### src/rtl/orb_win_pkg.sv
// orb_win_pkg: shared defaults, FSM encoding and half-window helper for the
// ORB window controller.
package orb_win_pkg;

  localparam int IMG_W_DEF = 640;
  localparam int IMG_H_DEF = 480;
  localparam int WIN_DEF   = 31;

  // Distance from a window edge to its centre for the default window.
  localparam int HW = (WIN_DEF - 1) / 2;

  typedef enum logic [1:0] {
    ST_IDLE = 2'd0,
    ST_FILL = 2'd1,
    ST_RUN  = 2'd2,
    ST_DONE = 2'd3
  } state_t;

  // Half-window for an arbitrary (odd) window side.
  function automatic int half_win(input int win);
    return (win - 1) / 2;
  endfunction

endpackage

### src/rtl/orb_win_ctrl_cnt.sv
// orb_raster_cnt: column/row raster counter pair. The registers hold the
// coordinate of the next expected pixel; i_clr forces the pixel being
// accepted to (0,0) so a start-of-frame pixel restarts the raster.
import orb_win_pkg::*;

module orb_raster_cnt #(
  parameter int IMG_W = IMG_W_DEF,
  parameter int IMG_H = IMG_H_DEF,
  parameter int CB    = 10,
  parameter int RB    = 9
) (
  input  logic          clk,
  input  logic          rst_n,
  input  logic          i_inc,
  input  logic          i_clr,
  output logic [CB-1:0] o_col,
  output logic [RB-1:0] o_row,
  output logic          o_col_wrap,
  output logic          o_last
);

  logic [CB-1:0] r_col;
  logic [RB-1:0] r_row;
  logic [CB-1:0] w_pix_col;
  logic [RB-1:0] w_pix_row;

  // Coordinate of the pixel presented this cycle and its wrap flags.
  always_comb begin
    w_pix_col  = i_clr ? {CB{1'b0}} : r_col;
    w_pix_row  = i_clr ? {RB{1'b0}} : r_row;
    o_col_wrap = (w_pix_col == CB'(IMG_W - 1));
    o_last     = o_col_wrap && (w_pix_row == RB'(IMG_H - 1));
  end

  // Advance past the accepted pixel, wrapping at row and frame ends.
  always_ff @(posedge clk) begin
    if (!rst_n) begin
      r_col <= {CB{1'b0}};
      r_row <= {RB{1'b0}};
    end else if (i_inc) begin
      if (o_col_wrap) begin
        r_col <= {CB{1'b0}};
        r_row <= o_last ? {RB{1'b0}} : (w_pix_row + RB'(1));
      end else begin
        r_col <= w_pix_col + CB'(1);
        r_row <= w_pix_row;
      end
    end else begin
      r_col <= r_col;
      r_row <= r_row;
    end
  end

  assign o_col = r_col;
  assign o_row = r_row;

endmodule

### src/rtl/orb_win_ctrl.sv
// orb_win_ctrl: raster scheduler for the ORB row delay-line chain.
// Optional sticky protocol error output enabled by ORB_WIN_CTRL_ERR_EN.
import orb_win_pkg::*;

module orb_win_ctrl #(
  parameter int IMG_W = IMG_W_DEF,
  parameter int IMG_H = IMG_H_DEF,
  parameter int WIN   = WIN_DEF,
  parameter int CB    = 10,
  parameter int RB    = 9
) (
  input  logic          clk,
  input  logic          rst_n,
  input  logic          pix_vld,
  input  logic          sof,
  output logic          line_ena,
  output logic          win_vld,
  output logic [CB-1:0] ctr_col,
  output logic [RB-1:0] ctr_row,
  output logic          frame_done,
  output logic          busy
`ifdef ORB_WIN_CTRL_ERR_EN
  ,
  output logic          err
`endif
);

  localparam int L_HW = half_win(WIN);

  state_t        r_state;
  state_t        w_nxt;
  logic          w_acc;
  logic          w_win;
  logic [CB-1:0] w_cnt_col;
  logic [RB-1:0] w_cnt_row;
  logic [CB-1:0] w_pix_col;
  logic [RB-1:0] w_pix_row;
  logic          w_col_wrap;
  logic          w_last;
  logic          r_win_vld;
  logic [CB-1:0] r_ctr_col;
  logic [RB-1:0] r_ctr_row;
  logic          r_frame_done;
  logic          r_busy;

  orb_raster_cnt #(
    .IMG_W (IMG_W),
    .IMG_H (IMG_H),
    .CB    (CB),
    .RB    (RB)
  ) u_cnt (
    .clk        (clk),
    .rst_n      (rst_n),
    .i_inc      (w_acc),
    .i_clr      (sof),
    .o_col      (w_cnt_col),
    .o_row      (w_cnt_row),
    .o_col_wrap (w_col_wrap),
    .o_last     (w_last)
  );

  // Pixel acceptance, its coordinate and whether it completes a window.
  always_comb begin
    w_acc     = pix_vld & (sof | (r_state == ST_FILL) | (r_state == ST_RUN));
    w_pix_col = sof ? {CB{1'b0}} : w_cnt_col;
    w_pix_row = sof ? {RB{1'b0}} : w_cnt_row;
    w_win     = w_acc && (w_pix_col >= CB'(WIN - 1)) && (w_pix_row >= RB'(WIN - 1));
  end

  // Next-state: a start-of-frame pixel always restarts into FILL.
  always_comb begin
    w_nxt = r_state;
    if (w_acc) begin
      if (w_last) begin
        w_nxt = ST_DONE;
      end else if (w_col_wrap && (w_pix_row == RB'(WIN - 2))) begin
        w_nxt = ST_RUN;
      end else if (sof) begin
        w_nxt = ST_FILL;
      end else begin
        w_nxt = r_state;
      end
    end else if (r_state == ST_DONE) begin
      w_nxt = ST_IDLE;
    end else begin
      w_nxt = r_state;
    end
  end

  // FSM state register.
  always_ff @(posedge clk) begin
    if (!rst_n) begin
      r_state <= ST_IDLE;
    end else begin
      r_state <= w_nxt;
    end
  end

  // Registered window, frame-done and busy outputs; centre holds between windows.
  always_ff @(posedge clk) begin
    if (!rst_n) begin
      r_win_vld    <= 1'b0;
      r_ctr_col    <= {CB{1'b0}};
      r_ctr_row    <= {RB{1'b0}};
      r_frame_done <= 1'b0;
      r_busy       <= 1'b0;
    end else begin
      r_win_vld    <= w_win;
      r_frame_done <= (w_nxt == ST_DONE);
      r_busy       <= (w_nxt != ST_IDLE);
      if (w_win) begin
        r_ctr_col <= w_pix_col - CB'(L_HW);
        r_ctr_row <= w_pix_row - RB'(L_HW);
      end else begin
        r_ctr_col <= r_ctr_col;
        r_ctr_row <= r_ctr_row;
      end
    end
  end

  assign line_ena   = w_acc;
  assign win_vld    = r_win_vld;
  assign ctr_col    = r_ctr_col;
  assign ctr_row    = r_ctr_row;
  assign frame_done = r_frame_done;
  assign busy       = r_busy;

`ifdef ORB_WIN_CTRL_ERR_EN
  logic r_err;
  logic r_done_seen;
  logic w_err_set;

  // Protocol violations: resync mid-frame, or stray pixels after a completed frame.
  always_comb begin
    w_err_set = (pix_vld & sof & ((r_state == ST_FILL) | (r_state == ST_RUN)) &
                 ((w_cnt_col != {CB{1'b0}}) | (w_cnt_row != {RB{1'b0}}))) |
                (pix_vld & ~sof & (r_state == ST_IDLE) & r_done_seen);
  end

  // Sticky error flag and record of a completed frame.
  always_ff @(posedge clk) begin
    if (!rst_n) begin
      r_err       <= 1'b0;
      r_done_seen <= 1'b0;
    end else begin
      r_err       <= r_err | w_err_set;
      r_done_seen <= r_done_seen | (w_nxt == ST_DONE);
    end
  end

  assign err = r_err;
`endif

endmodule
### config.mk
export PLATFORM = sky130hd
export DESIGN_NAME = orb_win_ctrl
export DESIGN_NICKNAME = d
export VERILOG_FILES = /design/src/rtl/orb_win_pkg.sv /design/src/rtl/orb_win_ctrl_cnt.sv /design/src/rtl/orb_win_ctrl.sv
export SDC_FILE = /design/constraint.sdc
export NUM_CORES = 1
export LEC_CHECK = 0
export ABC_AREA = 1
export BUFFER_PORTS_ARGS = -buffer_cell sky130_fd_sc_hd__clkbuf_2
export CORE_MARGIN = 2
export CORE_UTILIZATION = 40
export CTS_CLUSTER_SIZE = 24
export DETAILED_ROUTE_END_ITERATION = 16
export MAX_ROUTING_LAYER = met4
export PLACE_DENSITY = 0.65
export SLEW_MARGIN = 40
export SYNTH_ARGS = -nofsm -noshare
export SYNTH_HDL_FRONTEND = slang
export SYNTH_SLANG_ARGS = --single-unit
### constraint.sdc
create_clock -name clk -period 1.7 [get_ports clk]
set_input_delay 0.34 -clock clk [delete_from_list [all_inputs] [get_ports clk]]
set_output_delay 0.34 -clock clk [all_outputs]
set_load 0.01 [all_outputs]
==> results.md <==
- Final hold violations: 0
- DRT iter0 DRCs: 190
- Post-Synthesis Net Count: 386
- Antenna diode count: 0
- Total gr overflow: 0
- Worst path arrival time: 1.91 ns
- TritonCTS buffer count: 5
- Post-layout min period: 1.74 ns
- Setup crit start: u_cnt.o_col[0]$_SDFFE_PN0N_
- Max Cap Viol: 0
- Setup Viol. Count Final: 5
- WL met3: 367 um
- Relative slew slack: 49.3%
- Commonest non-fill, non-tap cells in the layout: nand2_1 (82), nor2_1 (64), buf_4 (57)
- GR Util All Layers: 20.6%
- Static Leak: 1.62 nW
- Layout cells sized above 1: 34.4%
- Setup ws final: -0.0371 ns
- Drt pass-1 iters: 5
- P per Cell Area: 588 nW/um2
- F_max: 576 MHz
- RSZ-0062 raised after global routing: true
- Clk slew on worst S/H paths: 0.09 ns
- Routed via count: 2614
- Area growth from synthesis to layout: 33.7%
- Slew Limit Fails: 0
- Worst EP required: 1.87 ns
- CP Capture Type: flop
- Worst Max-Slew Pin Slew: 0.760 ns
- Final wirelength: 6.83 mm
- Critical path class: flop to flop
- Final Cycle Share: 102%
- Sequential-to-total area share from yosys stat: 33.7%
- Layout Cells excl Fill: 539
- Path depth of the worst reg2reg path: 13
- Hold buffers post-CTS: 0
- Ys Warns: 0
- Root Driver: clkbuf_8
- Status: finished with violations
- Wire length on met1: 3.22 mm
- GP Congestion: 0.955
- CP Launch Type: flop
- DRC violations left: 0
- Number of synthesized register bits: 43
- Count of different cell masters after synthesis: 40
- Nets: 469
- Worst VDD drop: 0.505 mV
- Port Buffers: 26
- Inst Count DP: 527
- Hold Crit Class: primary input to flop
- Post-route design area: 3410 um2
- DP HPWL: 5.12 mm
- Core box area: 6240 um2
- First-pass GRT wire length: 11.5 mm
- Mapped Cells: 378
- CTS H-tree depth: 2
- Post-Syn Area: 2550 um2
- DP Area: 3160 um2
- Met2 WL post-DR: 3.11 mm
- # rows: 29
- Hold Path Depth: 6
- Clock Skew: 0.0128 ns
- Final Power: 0.00201 W
- Remaining antenna violation count: 0
- Largest net degree at the start of global routing: 24
- Pre-CTS setup slack: -0.210 ns
- Worst Path Max Fanout: 6
- Die Footprint: 7030 um2
- Syn_area_per_cell: 6.75 um2
- Num ports: 27
- Per-cell routed wire length: 12.7 um
- Vias per std cell: 4.85
- CTS tree: built
- Clk sinks: 43
- Die Ht: 83.9 um
- CTS Buffer Depth: 2
- Vias in the first global route: 2517
- R2R setup slack: -0.04 ns
- Die width: 83.9 um
- Worst Setup EP: u_cnt.o_row[6]$_SDFFE_PN0N_
- Failing checks: setup timing
- FF-to-FF End: u_cnt.o_row[6]$_SDFFE_PN0N_
- Critical R2R Launch: u_cnt.o_col[0]$_SDFFE_PN0N_
- Top sig layer: met4
- Worst skew pair latency: 0.31 ns
- Antenna violations before repair: 0
- Initial Util: 40.9%
- Commonest non-fill, non-tap cell in the layout: nand2_1
==> worst min path at each step <==
stage | from | endpoint | slack (ns)
after floorplan | u_cnt.o_col[0]$_SDFFE_PN0N_ | u_cnt.o_col[0]$_SDFFE_PN0N_ | 0.45
after global placement | u_cnt.o_col[1]$_SDFFE_PN0N_ | u_cnt.o_col[1]$_SDFFE_PN0N_ | 0.45
after detailed placement | u_cnt.o_col[0]$_SDFFE_PN0N_ | u_cnt.o_col[0]$_SDFFE_PN0N_ | 0.46
after CTS | pix_vld | frame_done$_SDFF_PN0_ | 0.41
after global routing | pix_vld | frame_done$_SDFF_PN0_ | 0.47
final | pix_vld | frame_done$_SDFF_PN0_ | 0.43
==> per-layer routing <==
metal | up-vias | global-route usage (%)
met2 | 74 | 31.2
met5 | - | -
met4 | 0 | 8.21
met1 | 1171 | 27.2
met3 | 12 | 3.86
li1 | 1357 | -
==> layout make-up <==
cell class | instances | area, um2
multi-input cells | 278 | 1530
clock buffers | 6 | 82.6
flip-flops and latches | 43 | 866
clock inverters | 2 | 35.0
well taps | 77 | 96.3
repair buffers | 88 | 623
inverters | 45 | 184
fillers | 600 | 2830
==> power by group <==
group	internal (W)	total (W)	switching, W
clock	0.000476	0.000846	0.000370
combinational	0.0000509	0.000143	0.0000917
sequential	0.00101	0.00102	0.00000463
==> kinds of logic after synthesis <==
| logic type | synth area share [%] |
|---|---|
| xor+xnor | 2.06 |
| simple gates | 40.5 |
| compound gates | 11.1 |
| buf+inv | 10.7 |
| flops | 33.7 |
| fa+ha+maj | 1.96 |
==> timing repair <==
item / in CTS / in global routing
buffers inserted: 0 / 4
resized for setup: 4 / 37
pin swaps: 6 / 10
endpoints found under the setup margin: 15 / 40
==> worst max-delay path: stages (launching register included) <==
cell and delay, ns:
dfxtp_2 0.34, inv_2 0.05, nor2_4 0.12, ha_4 0.17
nand2_4 0.05, nor2_4 0.11, nand2_2 0.08, nor2_4 0.22
buf_6 0.14, nand2_4 0.07, nor2_4 0.08, nand2_1 0.07
nand3_2 0.08, a21oi_2 0.04
==> through the flow <==
step | TNS [ns] | utilization, % | hold WS, ns
global placement | -5.14 | 50.7 | 0.451
global route | -1.58 | 54.7 | 0.473
floorplan | -0.00260 | - | 0.445
finish | -0.0990 | 54.7 | 0.428
detailed placement | -6.14 | 50.7 | 0.457
CTS | 0 | 52.6 | 0.408
==> cell usage after synthesis (all sizes together) <==
cell	instances	area share [%]
xnor2	1	0.34
buf	8	2.9
xor2	5	1.7
clkbuf	4	0.74
a31oi	1	0.25
a21boi	1	0.29
nor3	2	0.83
o22ai	1	0.25
dfxtp	43	34
a22oi	1	0.29
inv	45	7.0
o21ai	26	5.1
nand3	24	6.0
o21a	1	0.29
ha	4	2.0
o31ai	1	0.29
nand2	101	18
a21oi	19	4.0
nor2	81	14
nand4	8	2.0
o211ai	1	0.29
==> sequential cells by signal, summed over array words and instances (netlist names) <==
register	count
win_vld	1
ctr_row	9
u_cnt.o_row	9
ctr_col	10
frame_done	1
r_state	2
busy	1
u_cnt.o_col	10
Note: power is estimated with default switching activity, not from simulation.
